==> src/rtl/midi_msg_parser_pkg.sv <==
// Shared types and constants for the MIDI message parser.
package midi_msg_parser_pkg;

   typedef enum logic [2:0] {
      EVT_NOTE_OFF    = 3'd0,
      EVT_NOTE_ON     = 3'd1,
      EVT_CTRL_CHANGE = 3'd2,
      EVT_PITCH_BEND  = 3'd3
   } midi_evt_t;

   typedef enum logic [1:0] {
      CLS_DATA = 2'd0,
      CLS_CHAN = 2'd1,
      CLS_SYS  = 2'd2,
      CLS_RT   = 2'd3
   } byte_cls_t;

   typedef enum logic [2:0] {
      ST_IDLE    = 3'd0,
      ST_WAIT_D1 = 3'd1,
      ST_WAIT_D2 = 3'd2,
      ST_SKIP_N  = 3'd3,
      ST_SYSEX   = 3'd4
   } parse_state_t;

   localparam logic [3:0] STAT_NOTE_OFF = 4'h8;
   localparam logic [3:0] STAT_NOTE_ON  = 4'h9;
   localparam logic [3:0] STAT_POLY_AT  = 4'hA;
   localparam logic [3:0] STAT_CC       = 4'hB;
   localparam logic [3:0] STAT_PROG     = 4'hC;
   localparam logic [3:0] STAT_CHAN_AT  = 4'hD;
   localparam logic [3:0] STAT_BEND     = 4'hE;

   localparam logic [7:0] SYSEX_START = 8'hF0;
   localparam logic [7:0] SYSEX_END   = 8'hF7;
   localparam logic [7:0] RT_MIN      = 8'hF8;

endpackage

==> src/rtl/midi_status_decode.sv <==
// Classifies a MIDI byte; for status bytes also gives data-byte count and event type.
module midi_status_decode
   import midi_msg_parser_pkg::*;
(
   input  logic [7:0] status_in,
   output logic [1:0] cls_out,
   output logic [1:0] data_cnt_out,
   output logic [2:0] evt_type_out,
   output logic       has_evt_out
);

   always_comb begin
      cls_out      = CLS_DATA;
      data_cnt_out = 2'd0;
      evt_type_out = EVT_NOTE_OFF;
      has_evt_out  = 1'b0;
      if (!status_in[7]) begin
         cls_out = CLS_DATA;
      end else if (status_in >= RT_MIN) begin
         cls_out = CLS_RT;
      end else if (status_in[7:4] == 4'hF) begin
         cls_out = CLS_SYS;
         case (status_in[3:0])
            4'h1, 4'h3: data_cnt_out = 2'd1;
            4'h2:       data_cnt_out = 2'd2;
            default:    data_cnt_out = 2'd0;
         endcase
      end else begin
         cls_out = CLS_CHAN;
         case (status_in[7:4])
            STAT_NOTE_OFF: begin data_cnt_out = 2'd2; has_evt_out = 1'b1; evt_type_out = EVT_NOTE_OFF;    end
            STAT_NOTE_ON:  begin data_cnt_out = 2'd2; has_evt_out = 1'b1; evt_type_out = EVT_NOTE_ON;     end
            STAT_CC:       begin data_cnt_out = 2'd2; has_evt_out = 1'b1; evt_type_out = EVT_CTRL_CHANGE; end
            STAT_BEND:     begin data_cnt_out = 2'd2; has_evt_out = 1'b1; evt_type_out = EVT_PITCH_BEND;  end
            STAT_POLY_AT:  data_cnt_out = 2'd2;
            STAT_PROG, STAT_CHAN_AT: data_cnt_out = 2'd1;
            default:       data_cnt_out = 2'd0;
         endcase
      end
   end

endmodule

==> src/rtl/midi_msg_parser.sv <==
// Assembles MIDI channel-voice messages (running status, SysEx/system-common skip).
// Define MIDI_CHANNEL_FILTER_EN to emit events only for FILTER_CHANNEL.
module midi_msg_parser
   import midi_msg_parser_pkg::*;
#(
   parameter int unsigned FILTER_CHANNEL = 0
) (
   input  logic       clk_in,
   input  logic       rst_in,
   input  logic       byte_valid_in,
   input  logic [7:0] byte_in,
   output logic       evt_valid_out,
   output logic [2:0] evt_type_out,
   output logic [3:0] evt_channel_out,
   output logic [6:0] evt_data1_out,
   output logic [6:0] evt_data2_out,
   output logic [7:0] running_status_out
);

`ifdef MIDI_CHANNEL_FILTER_EN
   localparam logic FILTER_ON = 1'b1;
`else
   localparam logic FILTER_ON = 1'b0;
`endif

   parse_state_t state_q, state_d;
   logic [7:0]   rs_q, rs_d;
   logic [6:0]   d1_q, d1_d;
   logic [1:0]   skip_q, skip_d;
   logic         evt_valid_q, evt_valid_d;
   logic [2:0]   evt_type_q, evt_type_d;
   logic [3:0]   evt_ch_q, evt_ch_d;
   logic [6:0]   evt_d1_q, evt_d1_d;
   logic [6:0]   evt_d2_q, evt_d2_d;

   logic [7:0]   dec_in;
   logic [1:0]   dec_cls, dec_cnt;
   logic [2:0]   dec_type;
   logic         dec_has_evt;
   logic         chan_ok;

   // Status bytes decode themselves; data bytes are interpreted via running status.
   assign dec_in  = byte_in[7] ? byte_in : rs_q;
   assign chan_ok = !FILTER_ON || (rs_q[3:0] == FILTER_CHANNEL[3:0]);

   midi_status_decode u_dec (
      .status_in    (dec_in),
      .cls_out      (dec_cls),
      .data_cnt_out (dec_cnt),
      .evt_type_out (dec_type),
      .has_evt_out  (dec_has_evt)
   );

   always_comb begin
      state_d     = state_q;
      rs_d        = rs_q;
      d1_d        = d1_q;
      skip_d      = skip_q;
      evt_valid_d = 1'b0;
      evt_type_d  = evt_type_q;
      evt_ch_d    = evt_ch_q;
      evt_d1_d    = evt_d1_q;
      evt_d2_d    = evt_d2_q;
      if (byte_valid_in) begin
         if (!byte_in[7]) begin
            case (state_q)
               ST_WAIT_D1: begin
                  d1_d = byte_in[6:0];
                  if (dec_cnt == 2'd2) state_d = ST_WAIT_D2;
               end
               ST_WAIT_D2: begin
                  state_d = ST_WAIT_D1;
                  if (dec_has_evt && chan_ok) begin
                     evt_valid_d = 1'b1;
                     evt_type_d  = (dec_type == EVT_NOTE_ON && byte_in[6:0] == 7'd0) ?
                                   EVT_NOTE_OFF : dec_type;
                     evt_ch_d    = rs_q[3:0];
                     evt_d1_d    = d1_q;
                     evt_d2_d    = byte_in[6:0];
                  end
               end
               ST_SKIP_N: begin
                  skip_d = skip_q - 2'd1;
                  if (skip_q <= 2'd1) state_d = ST_IDLE;
               end
               default: ;
            endcase
         end else if (dec_cls == CLS_CHAN) begin
            rs_d    = byte_in;
            state_d = ST_WAIT_D1;
         end else if (dec_cls == CLS_SYS) begin
            rs_d = 8'h00;
            if (byte_in == SYSEX_START) begin
               state_d = ST_SYSEX;
            end else if (dec_cnt != 2'd0) begin
               state_d = ST_SKIP_N;
               skip_d  = dec_cnt;
            end else begin
               state_d = ST_IDLE;
            end
         end
      end
   end

   always_ff @(posedge clk_in) begin
      if (rst_in) begin
         state_q     <= ST_IDLE;
         rs_q        <= 8'h00;
         d1_q        <= 7'd0;
         skip_q      <= 2'd0;
         evt_valid_q <= 1'b0;
         evt_type_q  <= 3'd0;
         evt_ch_q    <= 4'd0;
         evt_d1_q    <= 7'd0;
         evt_d2_q    <= 7'd0;
      end else begin
         state_q     <= state_d;
         rs_q        <= rs_d;
         d1_q        <= d1_d;
         skip_q      <= skip_d;
         evt_valid_q <= evt_valid_d;
         evt_type_q  <= evt_type_d;
         evt_ch_q    <= evt_ch_d;
         evt_d1_q    <= evt_d1_d;
         evt_d2_q    <= evt_d2_d;
      end
   end

   assign evt_valid_out      = evt_valid_q;
   assign evt_type_out       = evt_type_q;
   assign evt_channel_out    = evt_ch_q;
   assign evt_data1_out      = evt_d1_q;
   assign evt_data2_out      = evt_d2_q;
   assign running_status_out = rs_q;

endmodule

==> config.mk <==
export PLATFORM = sky130hd
export DESIGN_NAME = midi_msg_parser
export DESIGN_NICKNAME = d
export VERILOG_FILES = /design/src/rtl/midi_msg_parser_pkg.sv /design/src/rtl/midi_status_decode.sv /design/src/rtl/midi_msg_parser.sv
export SDC_FILE = /design/constraint.sdc
export NUM_CORES = 1
export LEC_CHECK = 0
export BUFFER_PORTS_ARGS = -buffer_cell sky130_fd_sc_hd__buf_2
export CORE_MARGIN = 3
export CORE_UTILIZATION = 55
export DETAILED_ROUTE_END_ITERATION = 8
export PLACE_DENSITY = 0.8
export SYNTH_ARGS = -nofsm -noshare
export SYNTH_HDL_FRONTEND = slang
export SYNTH_SLANG_ARGS = --single-unit
==> constraint.sdc <==
create_clock -name clk_in -period 3.2 [get_ports clk_in]
set_input_delay 0.64 -clock clk_in [delete_from_list [all_inputs] [get_ports clk_in]]
set_output_delay 0.64 -clock clk_in [all_outputs]
set_load 0.005 [all_outputs]
======== Word-level counts from Yosys, hierarchy flattened ========
Index checks and enable logic that the tools add are counted.
word-level totals
  bits in registers ....................... 42
  bits of input ports ..................... 11
  output and inout port bits .............. 30
  word-level logic and storage cells ...... 92
cells by class
  add/subtract/negate cells ............... 1
  order comparisons ....................... 2
  equal/unequal tests ..................... 26
  multiplexer cells ....................... 35
  bitwise gates (word level) .............. 3
  reductions and logical operators ........ 16
operators by type and width
  operator                                                  count
  == test 4 bit, second input constant                      8
  two-way mux 3 bit                                         10
  two-way mux 2 bit                                         13
  two-way mux 8 bit                                         3
  one-hot mux 3 bit (3 select lines)                        1
  == test 4 x 2 -> 1 bit, second input constant             2
  == test 8 bit, second input constant                      1
  greater-or-equal comparator 8 bit, second input constant  1
  one-hot mux 2 bit (2 select lines)                        2
  OR reduction 4 bit                                        2
  zero test 7 bit                                           1
  == test 3 x 1 -> 1 bit, second input constant             2
  == test 3 x 2 -> 1 bit, second input constant             2
  != test 3 bit, second input constant                      2
  one-hot mux 2 bit (3 select lines)                        1
  AND reduction 3 bit                                       2
  AND reduction 6 bit                                       1
  nonzero test 2 bit                                        3
  two-way mux 1 bit                                         5
  AND reduction 5 bit                                       1
  OR reduction 5 bit                                        1
  == test 2 bit, second input constant                      2
  == test 4 x 1 -> 1 bit, second input constant             1
  != test 2 x 1 -> 1 bit, second input constant             2
  10 further kinds                                          14

======== Longest topological paths before layout ========
Gate-level depths: netlist of run 1.
  depth in word-level cells ............... 13
  mapped depth ............................ 11
  gate-level depth less buffers ........... 11

======== Cells and area by module ========
Synthesis of run 1 repeated with hierarchy kept, for this count alone.
second synthesis, totals
  cells, all modules ...................... 226
  area total of the unflattened synthesis .. 2044.5 um2
by module, submodules not included
  module              instances  cells each  area each (um2)  seq. area each (um2)
  midi_msg_parser     1          207         1924.3           840.8
  midi_status_decode  1          19          120.1            0.0

======== Worst setup path before layout of run 1 ========
Ideal clock, no wire load.
  path type ............................... input to register
  start point ............................. input port byte_in[7]
  end point ............................... register skip_q[1]
  library setup time ...................... 0.116 ns
  data arrival time ....................... 2.759 ns
  data required time ...................... 3.084 ns
  slack ................................... 0.325 ns
  cell stages on the path ................. 11
  buffers on the path ..................... 0
  cell sequence ........................... nand3b_2 -> and2_4 -> a21o_4 -> or3_1 -> o21a_1 -> ha_1 -> inv_1 -> nand2_1 -> a211oi_1 -> nand3b_1 -> o211a_1
on the way
  longest elaborated chain between the ends .. 12
  elaborated cells between the ends (all ways) .. 39
  classes of those cells .................. 1 x order compare; 18 x eq/ne; 14 x mux; 6 x reduce/logical
RTL lines
  element                                                       line                                                text
  from (decl)                                                   midi_msg_parser.sv:11                               input logic [7:0] byte_in,
  two-way mux 8 bit                                             midi_msg_parser.sv:43                               assign dec_in = byte_in[7] ? byte_in : rs_q;
  == test 4 bit (tied with other cells)                         midi_status_decode.sv:30                            case (status_in[7:4])
  OR reduction 5 bit (no source line) (tied with other cells)   --
  one-hot mux 2 bit (2 select lines), on equally long branches  midi_status_decode.sv:30, midi_status_decode.sv:23
  two-way mux 2 bit                                             midi_status_decode.sv:21                            end else if (status_in[7:4] == 4'hF) begin
  two-way mux 2 bit                                             midi_status_decode.sv:19                            end else if (status_in >= RT_MIN) begin
  two-way mux 2 bit                                             midi_status_decode.sv:17                            if (!status_in[7]) begin
  two-way mux 2 bit                                             midi_msg_parser.sv:95                               end else if (dec_cnt != 2'd0) begin
  two-way mux 2 bit                                             midi_msg_parser.sv:93                               if (byte_in == SYSEX_START) begin
  two-way mux 2 bit                                             midi_msg_parser.sv:91                               end else if (dec_cls == CLS_SYS) begin
  two-way mux 2 bit                                             midi_msg_parser.sv:88                               end else if (dec_cls == CLS_CHAN) begin
  two-way mux 2 bit                                             midi_msg_parser.sv:65                               if (!byte_in[7]) begin
  to (signal assigned)                                          midi_msg_parser.sv:120                              skip_q <= skip_d;
  to (decl)                                                     midi_msg_parser.sv:29                               logic [1:0] skip_q, skip_d;
Several ways; a longest one is shown, not always the timed one. The select of a mux whose other input is x is not followed.
A chain may end at the register's enable or synchronous reset.

======== Worst setup path in the final report of run 1 ========
  start point ............................. input port byte_in[7]
  end point ............................... register state_q[1]
on the way
  longest elaborated chain between the ends .. 13
  elaborated cells between the ends (all ways) .. 39
  classes of those cells .................. 1 x order compare; 18 x eq/ne; 14 x mux; 6 x reduce/logical
RTL lines
  element                                                       line                                                text
  two-way mux 8 bit                                             midi_msg_parser.sv:43
  == test 4 bit (tied with other cells)                         midi_status_decode.sv:30
  OR reduction 5 bit (no source line) (tied with other cells)   --
  one-hot mux 2 bit (2 select lines), on equally long branches  midi_status_decode.sv:30, midi_status_decode.sv:23
  two-way mux 2 bit                                             midi_status_decode.sv:21
  two-way mux 2 bit                                             midi_status_decode.sv:19
  two-way mux 2 bit                                             midi_status_decode.sv:17
  nonzero test 2 bit                                            midi_msg_parser.sv:95
  two-way mux 2 bit                                             midi_msg_parser.sv:95
  two-way mux 3 bit                                             midi_msg_parser.sv:93
  two-way mux 3 bit                                             midi_msg_parser.sv:91
  two-way mux 3 bit                                             midi_msg_parser.sv:88
  two-way mux 3 bit                                             midi_msg_parser.sv:65
  to (signal assigned)                                          midi_msg_parser.sv:117                              state_q <= state_d;
  to (decl)                                                     midi_msg_parser.sv:26                               parse_state_t state_q, state_d;
Several ways; a longest one is shown, not always the timed one. The select of a mux whose other input is x is not followed.

==> implementation parameters, run 1 <==
Parameter                              Value

Synthesis
  Mean area per synthesized cell ... 8.346 um^2
  Simple-Gate Fraction of Synth Area ... 0.2336
  Dominant combinational cell family by area after synthesis ... compound AO/OA/AOI/OAI gates
  Sequential fraction of the synthesis area ... 0.3812
  Mux contribution to synthesized area ... 0.05230
  Post-synthesis cell count ... 258
  Share of the synthesized netlist area taken by xor and xnor gates ... 0.004067
  Share of synthesized flip-flops with an asynchronous set or reset ... 0
  Adder-cell share of the synthesized area ... 0.01162
  Nets in the synthesized netlist ... 271
  Distinct cell type count of the synthesized netlist ... 57
  Seq cells post-synth ... 41
  Cell area after technology mapping ... 2153 um^2
  Post-synth EDFFs ... 0
  Fraction of the mapped netlist area in compound gates ... 0.2568
  Dominant register cell in the synthesized netlist ... sky130_fd_sc_hd__dfxtp_1
  Warnings from Yosys ... 0

Timing
  Highest attainable clock frequency ... 343.7 MHz
  Worst clock skew on the final layout ... 7.436 ps
  Transition time at the pin with the least slew margin ... 776.9 ps
  Worst slew margin relative to its limit ... 0.4755
  Accumulated negative setup slack ... 0 ps
  Final period demand of the worst path ... 2910 ps
  Final hold violations ... 0
  Final-report max-slew violation count ... 0
  Number of endpoints failing setup at the final stage ... 0
  Unrepaired setup endpoints after global routing ... no
  Post-route setup slack ... 290.3 ps
  Final worst path period share ... 0.9093
  Worst hold slack after final layout ... 472.6 ps

Layout
  Layout cell share with drive strength beyond 1 ... 0.2441
  Commonest non-fill, non-tap cells in the layout ... sky130_fd_sc_hd__dfxtp_1 (41), sky130_fd_sc_hd__buf_2 (39), sky130_fd_sc_hd__a21oi_1 (33)
  Net count reported at finish ... 308
  Final Core Density ... 0.6653
  Layout Area Growth over Synthesis ... 14.82%
  Ant diodes ... 0
  Area of all placed cells without fillers ... 2472 um^2
  Commonest non-fill, non-tap cell in the layout ... sky130_fd_sc_hd__dfxtp_1
  Non-filler cells in the finished layout ... 343

Pwr
  Power share of the clock group ... 0.331
  Cell leakage power ... 0.9586 nW
  Pwr/cell area ... 395.4 nW/um^2
  IR Drop Worst-Case VDD ... 0.2720 mV
  Net Sw Power ... 0.2631 mW
  Total power consumption of the routed design ... 0.9776 mW
  Power share of the sequential group ... 0.535
  Net switching share of the total power ... 0.2692
  Internal cell power ... 0.7145 mW
  Combinational Power Share ... 0.134

Detailed routing
  Count of vias placed by the detailed router ... 2073
  Via-per-instance ratio ... 6.044
  Starting DRT DRC Count ... 190
  Router iterations before antenna repair ... 5
  Wire per inst ... 15.98 um
  DR DRC count ... 0
  Post-detailed-routing wire length ... 5481 um
  Antenna violation net count after detailed routing ... 0

Floorplan
  DIE AREA ... 4702 um^2
  Core area ... 3716 um^2
  Initial Utilization ... 0.5795
  Die X-Extent ... 68.57 um
  Floorplan row count ... 22
  Count of boundary I/O pins ... 41
  Vert. Die Dim ... 68.57 um

Place
  Post-placement cell area ... 2391 um^2
  Detailed-placement wirelength estimate ... 3802 um
  Setup slack at placement ... 40.19 ps
  Placer congestion estimate ... 0.9134
  Inst Count DP ... 336
  Number of I/O port buffers ... 39

Setup path
  Worst-path maximum fanout ... 5
  Setup crit start kind ... input port
  Classification of the worst setup path ... input port to flop
  Critical path data required time ... 3360 ps
  Critical path data arrival time ... 3070 ps
  Crit path capture type ... flop

Clocking
  Clock insertion delay at the later pin of the skew report ... 290 ps
  Number of buffers on the longest clock path ... 2
  Setup fix buffers added after clock tree synthesis ... 0
  CTS H-tree lvls ... 2
  Cts-stage hold buffer count ... 0
  Clock tree from TritonCTS ... built
  CTS clk-pin slew, worst paths ... 70 ps
  Number of gates resized after CTS ... 0
  Total number of clock tree sinks ... 41
  Clock buffers created by TritonCTS ... 5
  Master cell of the clock root buffer ... sky130_fd_sc_hd__clkbuf_8

Global routing
  Number of global-route vias before repair ... 1786
  Initial antenna violation count ... 0
  Global router's overall resource usage ... 0.2485
  Wire length of the first global-routing pass ... 8825 um
  Maximum number of pins on one net before global-route repair ... 42
  Grt ovf ... 0

Job
  Maximum Capacitance Violations ... 0

Outcome
  Result of the run ... complete, no violations

Hold path
  Type of the worst min-delay path ... flop to flop
cells in the mapped netlist, types with 2 or more instances:
cell	number	share of area
sky130_fd_sc_hd__o22ai_1	2	0.0058
sky130_fd_sc_hd__dfxtp_1	41	0.38
sky130_fd_sc_hd__buf_6	3	0.016
sky130_fd_sc_hd__o21bai_1	3	0.010
sky130_fd_sc_hd__nor2b_1	3	0.0087
sky130_fd_sc_hd__or3_1	2	0.0058
sky130_fd_sc_hd__o21a_1	3	0.010
sky130_fd_sc_hd__nand3_1	29	0.067
sky130_fd_sc_hd__nand2_1	16	0.028
sky130_fd_sc_hd__nand3b_1	5	0.017
sky130_fd_sc_hd__o311ai_0	2	0.0081
sky130_fd_sc_hd__a21oi_1	33	0.077
sky130_fd_sc_hd__nor2_1	13	0.023
sky130_fd_sc_hd__ha_1	2	0.012
sky130_fd_sc_hd__nor3_1	5	0.012
sky130_fd_sc_hd__o31ai_1	2	0.0070
sky130_fd_sc_hd__o211ai_1	2	0.0070
sky130_fd_sc_hd__nor3b_1	2	0.0070
sky130_fd_sc_hd__mux2i_1	9	0.042
sky130_fd_sc_hd__buf_2	4	0.0093
sky130_fd_sc_hd__clkbuf_1	12	0.021
sky130_fd_sc_hd__nand2b_1	3	0.0087
sky130_fd_sc_hd__o21ai_0	22	0.051
sky130_fd_sc_hd__inv_1	4	0.0070
sky130_fd_sc_hd__a211oi_2	2	0.012
sky130_fd_sc_hd__nor4bb_1	2	0.0093
sky130_fd_sc_hd__mux2_2	2	0.010
flip-flops by register name, summed over array words and instances, names as in the netlist:
register            cells
evt_data1_out           7
evt_channel_out         4
evt_valid_out           1
d1_q                    7
evt_data2_out           7
running_status_out      8
evt_type_out            2
skip_q                  2
state_q                 3
worst paths after layout:
kind,start,end,slack (ps),depth (start not counted)
worst min register to register,d1_q[0],evt_data1_out[0],470,2
worst min-delay path,d1_q[0],evt_data1_out[0],470,2
worst max-delay path,byte_in[7],state_q[1],290,12
worst max register to register,running_status_out[6],state_q[1],480,11
critical path, stage by stage:
cell and delay, ps:
sky130_fd_sc_hd__buf_2 120, sky130_fd_sc_hd__nand3b_2 230, sky130_fd_sc_hd__and2_4 190, sky130_fd_sc_hd__a21o_4 190
sky130_fd_sc_hd__or3_1 320, sky130_fd_sc_hd__o21a_1 120, sky130_fd_sc_hd__ha_1 240, sky130_fd_sc_hd__or3b_1 410
sky130_fd_sc_hd__o311ai_0 240, sky130_fd_sc_hd__nor3b_1 120, sky130_fd_sc_hd__a21oi_1 180, sky130_fd_sc_hd__a311oi_1 60
area by class of cell:
type	instances	area, um^2
Sequential cell	41	820.8
Tap cell	48	60.06
Fill cell	329	1244
Clock inverter	1	8.758
Clock buffer	6	72.57
Inverter	5	20.02
Multi-Input combinational cell	192	1212
Timing Repair Buffer	50	277.8
per-layer routing:
metal,routed length [um],global-route usage,up-vias
li1,-,-,1008
met1,2374,0.3391,972
met2,2686,0.4076,87
met3,375,0.04862,6
met4,44,0.04963,0
met5,0,0,-
cell families after synthesis:
family          count (synthesis)
fa+ha+maj                       2
flops                          41
simple gates                   92
other cells                     1
mux                            11
compound gates                 85
xor+xnor                        1
buf+inv                        25
power by group through the flow:
stage                     Sequential [mW]  Combinational, mW  Clock (mW)
after floorplan                     0.534             0.0891           0
after global placement              0.535              0.127           0
after detailed placement            0.535              0.128           0
after CTS                           0.523              0.129       0.326
after global routing                0.524              0.143       0.346
final                               0.523              0.131       0.323
Note: power is estimated with default switching activity, not from simulation.
==> run 2, diff against run 1 <==
--- a/config.mk
+++ b/config.mk
@@ -5,11 +5,13 @@
 export SDC_FILE = /design/constraint.sdc
 export NUM_CORES = 1
 export LEC_CHECK = 0
+export ABC_CLOCK_PERIOD_IN_PS = 3200
 export BUFFER_PORTS_ARGS = -buffer_cell sky130_fd_sc_hd__buf_2
 export CORE_MARGIN = 3
-export CORE_UTILIZATION = 55
+export CORE_UTILIZATION = 54
 export DETAILED_ROUTE_END_ITERATION = 8
 export PLACE_DENSITY = 0.8
 export SYNTH_ARGS = -nofsm -noshare
 export SYNTH_HDL_FRONTEND = slang
+export SYNTH_HIERARCHICAL = 1
 export SYNTH_SLANG_ARGS = --single-unit
==> run 2 against run 1 <==
Against the previous run:
- critical endpoint unchanged
- clock-buffer cell count did not move
- critical path depth fell by 4
- setup slack improved by 310 ps
- worst hold slack got worse by 14 ps
- critical path type unchanged
==> implementation parameters, run 2 <==
Parameter                              Value

Synthesis
  Post-synth EDFFs ... 0 (unchanged)
  Post-synthesis cell count ... 226 (was 258)
  Warnings from Yosys ... 6 (was 0)
  Cell area after technology mapping ... 2044 um^2 (was 2153 um^2)
  Mean area per synthesized cell ... 9.046 um^2 (was 8.346 um^2)
  Seq cells post-synth ... 42 (was 41)
  Leading cell type by number of instances after synthesis ... sky130_fd_sc_hd__dfxtp_1 (unchanged)
  Share of synthesized flip-flops with an asynchronous set or reset ... 0 (unchanged)
  Largest area contributor in the netlist ... sky130_fd_sc_hd__dfxtp_1 (unchanged)
  Nets in the synthesized netlist ... 239 (was 271)
  Top post-synthesis cells by count ... sky130_fd_sc_hd__dfxtp_1 (42), sky130_fd_sc_hd__nor2_1 (24), sky130_fd_sc_hd__nand2_1 (22), sky130_fd_sc_hd__mux2i_1 (20), sky130_fd_sc_hd__a21oi_1 (18) (was sky130_fd_sc_hd__dfxtp_1 (41), sky130_fd_sc_hd__a21oi_1 (33), sky130_fd_sc_hd__nand3_1 (29), sky130_fd_sc_hd__o21ai_0 (22), sky130_fd_sc_hd__nand2_1 (16))
  Sequential fraction of the synthesis area ... 0.4113 (was 0.3812)
  Proportion of netlist area held by the largest area contributor ... 0.4113 (was 0.3812)
  Leading post-synthesis cells by cell area ... sky130_fd_sc_hd__dfxtp_1 (41%), sky130_fd_sc_hd__mux2i_1 (9.8%), sky130_fd_sc_hd__a21oi_1 (4.4%) (was sky130_fd_sc_hd__dfxtp_1 (38%), sky130_fd_sc_hd__a21oi_1 (7.7%), sky130_fd_sc_hd__nand3_1 (6.7%))
  Distinct cell type count of the synthesized netlist ... 54 (was 57)
  Dominant register cell in the synthesized netlist ... sky130_fd_sc_hd__dfxtp_1 (unchanged)

Timing
  Worst slew margin relative to its limit ... 0.4970 (was 0.4755)
  Unrepaired setup endpoints after global routing ... no (unchanged)
  Final-report max-slew violation count ... 0 (unchanged)
  Transition time at the pin with the least slew margin ... 754.5 ps (was 776.9 ps)
  Number of endpoints failing setup at the final stage ... 0 (unchanged)
  Final period demand of the worst path ... 2601 ps (was 2910 ps)
  Highest attainable clock frequency ... 384.5 MHz (was 343.7 MHz)
  Final hold violations ... 0 (unchanged)
  Worst hold slack after final layout ... 459.1 ps (was 472.6 ps)
  Final worst path period share ... 0.8128 (was 0.9093)
  Accumulated negative setup slack ... 0 ps (unchanged)
  Worst clock skew on the final layout ... 4.669 ps (was 7.436 ps)

Layout
  Non-filler cells in the finished layout ... 311 (was 343)
  Layout Area Growth over Synthesis ... 14.44% (was 14.82%)
  Net count reported at finish ... 277 (was 308)
  Ant diodes ... 0 (unchanged)
  Area of all placed cells without fillers ... 2340 um^2 (was 2472 um^2)
  Layout cell share with drive strength beyond 1 ... 0.2717 (was 0.2441)
  Number of flip-flops under the largest register name ... 8 (unchanged)
  Commonest non-fill, non-tap cell in the layout ... sky130_fd_sc_hd__dfxtp_1 (unchanged)
  Commonest non-fill, non-tap cells in the layout ... sky130_fd_sc_hd__dfxtp_1 (42), sky130_fd_sc_hd__buf_2 (40), sky130_fd_sc_hd__nor2_1 (24) (was sky130_fd_sc_hd__dfxtp_1 (41), sky130_fd_sc_hd__buf_2 (39), sky130_fd_sc_hd__a21oi_1 (33))
  # fillers ... 311 (was 329)

Place
  Placer congestion estimate ... 0.9845 (was 0.9134)
  Post-placement cell area ... 2253 um^2 (was 2391 um^2)
  Number of I/O port buffers ... 40 (was 39)
  Detailed-placement wirelength estimate ... 3226 um (was 3802 um)
  Inst Count DP ... 303 (was 336)

Job
  Maximum Capacitance Violations ... 0 (unchanged)

Global routing
  Grt ovf ... 0 (unchanged)
  Global router's overall resource usage ... 0.2164 (was 0.2485)
  Wire length of the first global-routing pass ... 7369 um (was 8825 um)
  Number of global-route vias before repair ... 1538 (was 1786)
  Maximum number of pins on one net before global-route repair ... 43 (was 42)
  Initial antenna violation count ... 0 (unchanged)

Setup path
  Slowest CP cell ... sky130_fd_sc_hd__or4b_1 (was sky130_fd_sc_hd__or3b_1)
  Worst-path maximum fanout ... 5 (unchanged)
  Cell-by-cell listing of the critical path ... buf_2 > mux2_2 > or4b_1 > a21oi_1 > nor2_1 > a211o_1 > a2111o_1 > a21oi_2 (was buf_2 > nand3b_2 > and2_4 > a21o_4 > or3_1 > o21a_1 > ha_1 > or3b_1 > o311ai_0 > nor3b_1 > a21oi_1 > a311oi_1)
  Setup crit start kind ... input port (unchanged)
  Crit path buf inv count ... 1 (unchanged)
  Critical path data required time ... 3430 ps (was 3360 ps)
  Critical path data arrival time ... 2830 ps (was 3070 ps)
  Classification of the worst setup path ... input port to flop (unchanged)
  Cell family with the largest share of critical-path delay ... compound AO/OA/AOI/OAI gates (was simple AND/OR/NAND/NOR gates)
  Worst path max stage delay ... 520 ps (was 410 ps)
  Crit path capture type ... flop (unchanged)

Floorplan
  Count of boundary I/O pins ... 41 (unchanged)
  Floorplan row count ... 21 (was 22)
  DIE AREA ... 4560 um^2 (was 4702 um^2)
  Vert. Die Dim ... 67.53 um (was 68.57 um)
  Initial Utilization ... 0.5850 (was 0.5795)
  Core area ... 3495 um^2 (was 3716 um^2)
  Die X-Extent ... 67.53 um (was 68.57 um)

Detailed routing
  Wire per inst ... 14.34 um (was 15.98 um)
  Via-per-instance ratio ... 5.656 (was 6.044)
  Post-detailed-routing wire length ... 4460 um (was 5481 um)
  Starting DRT DRC Count ... 113 (was 190)
  DR DRC count ... 0 (unchanged)
  Router iterations before antenna repair ... 4 (was 5)
  Antenna violation net count after detailed routing ... 0 (unchanged)
  Count of vias placed by the detailed router ... 1759 (was 2073)

Clocking
  Master cell of the clock root buffer ... sky130_fd_sc_hd__clkbuf_8 (unchanged)
  CTS H-tree lvls ... 2 (unchanged)
  Number of gates resized after CTS ... 0 (unchanged)
  Total number of clock tree sinks ... 42 (was 41)
  Clock tree from TritonCTS ... built (unchanged)
  Clock buffers created by TritonCTS ... 5 (unchanged)
  CTS clk-pin slew, worst paths ... 80 ps (was 70 ps)
  Setup fix buffers added after clock tree synthesis ... 0 (unchanged)
  Cts-stage hold buffer count ... 0 (unchanged)
  Number of buffers on the longest clock path ... 2 (unchanged)
  Clock insertion delay at the later pin of the skew report ... 290 ps (about the same)

Pwr
  Pwr/cell area ... 419.3 nW/um^2 (was 395.4 nW/um^2)
  Cell leakage power ... 0.9123 nW (was 0.9586 nW)
  IR Drop Worst-Case VDD ... 0.2598 mV (was 0.2720 mV)

Outcome
  Result of the run ... complete, no violations (unchanged)

Hold path
  Type of the worst min-delay path ... flop to flop (unchanged)
[run 2: stage by stage]
stage,setup WS (ps),power [mW],util
6_report,599.1,0.9811,0.6695
5_1_grt,448.0,1.024,0.6695
4_1_cts,615.1,0.9879,0.6695
3_5_place_dp,315.7,0.6562,0.6448
3_3_place_gp,361.1,0.6556,0.6448
2_1_floorplan,144.5,0.6252,-
[run 2: report_power, final]
group,internal (mW),total [mW],switching (mW)
logic,0.0416,0.108,0.0667
registers,0.529,0.538,0.00835
clock network,0.154,0.335,0.181
total,0.725,0.981,0.256
[run 2: cell type report]
type	instances	area (um^2)	share of cell area
Clock inverter	2	13.76	0.005882
Inverter	8	30.03	0.01283
Clock buffer	6	72.57	0.03102
Multi-Input combinational cell	163	1082	0.4626
Timing Repair Buffer	44	242.7	0.1037
Sequential cell	42	840.8	0.3594
Tap cell	46	57.56	0.02460
[run 2: worst paths after layout]
check / startpoint / endpoint / slack [ps] / cells past startpoint
hold reg to reg: d1_q[2] / d1_q[2] / 460 / 2
setup reg to reg: running_status_out[2] / state_q[1] / 790 / 7
hold / removal: d1_q[2] / d1_q[2] / 460 / 2
setup / recovery: byte_in[7] / state_q[1] / 600 / 8
[run 2: logic make-up after synthesis]
logic type / synth area share
AND/OR/NAND/NOR: 0.2215
AO/OA/AOI/OAI: 0.1530
flip-flops: 0.4113
multiplexers: 0.1365
buffers and inverters: 0.05936
adder cells (fa/ha/maj): 0.01224
other: 0.001834
XOR/XNOR: 0.004285
[run 2: worst min-delay path, stage by stage, from the launching register on]
cell,delay [ps]
sky130_fd_sc_hd__dfxtp_1,310
sky130_fd_sc_hd__nand2_1,50
sky130_fd_sc_hd__a21oi_1,50
[run 2: per-layer routing]
metal,GRT usage,part of all wire,wire [um]
met1,0.2954,0.47,2117
met4,0.08354,0.010,46
met5,0,0,0
met3,0.05824,0.067,297
met2,0.3232,0.45,1998
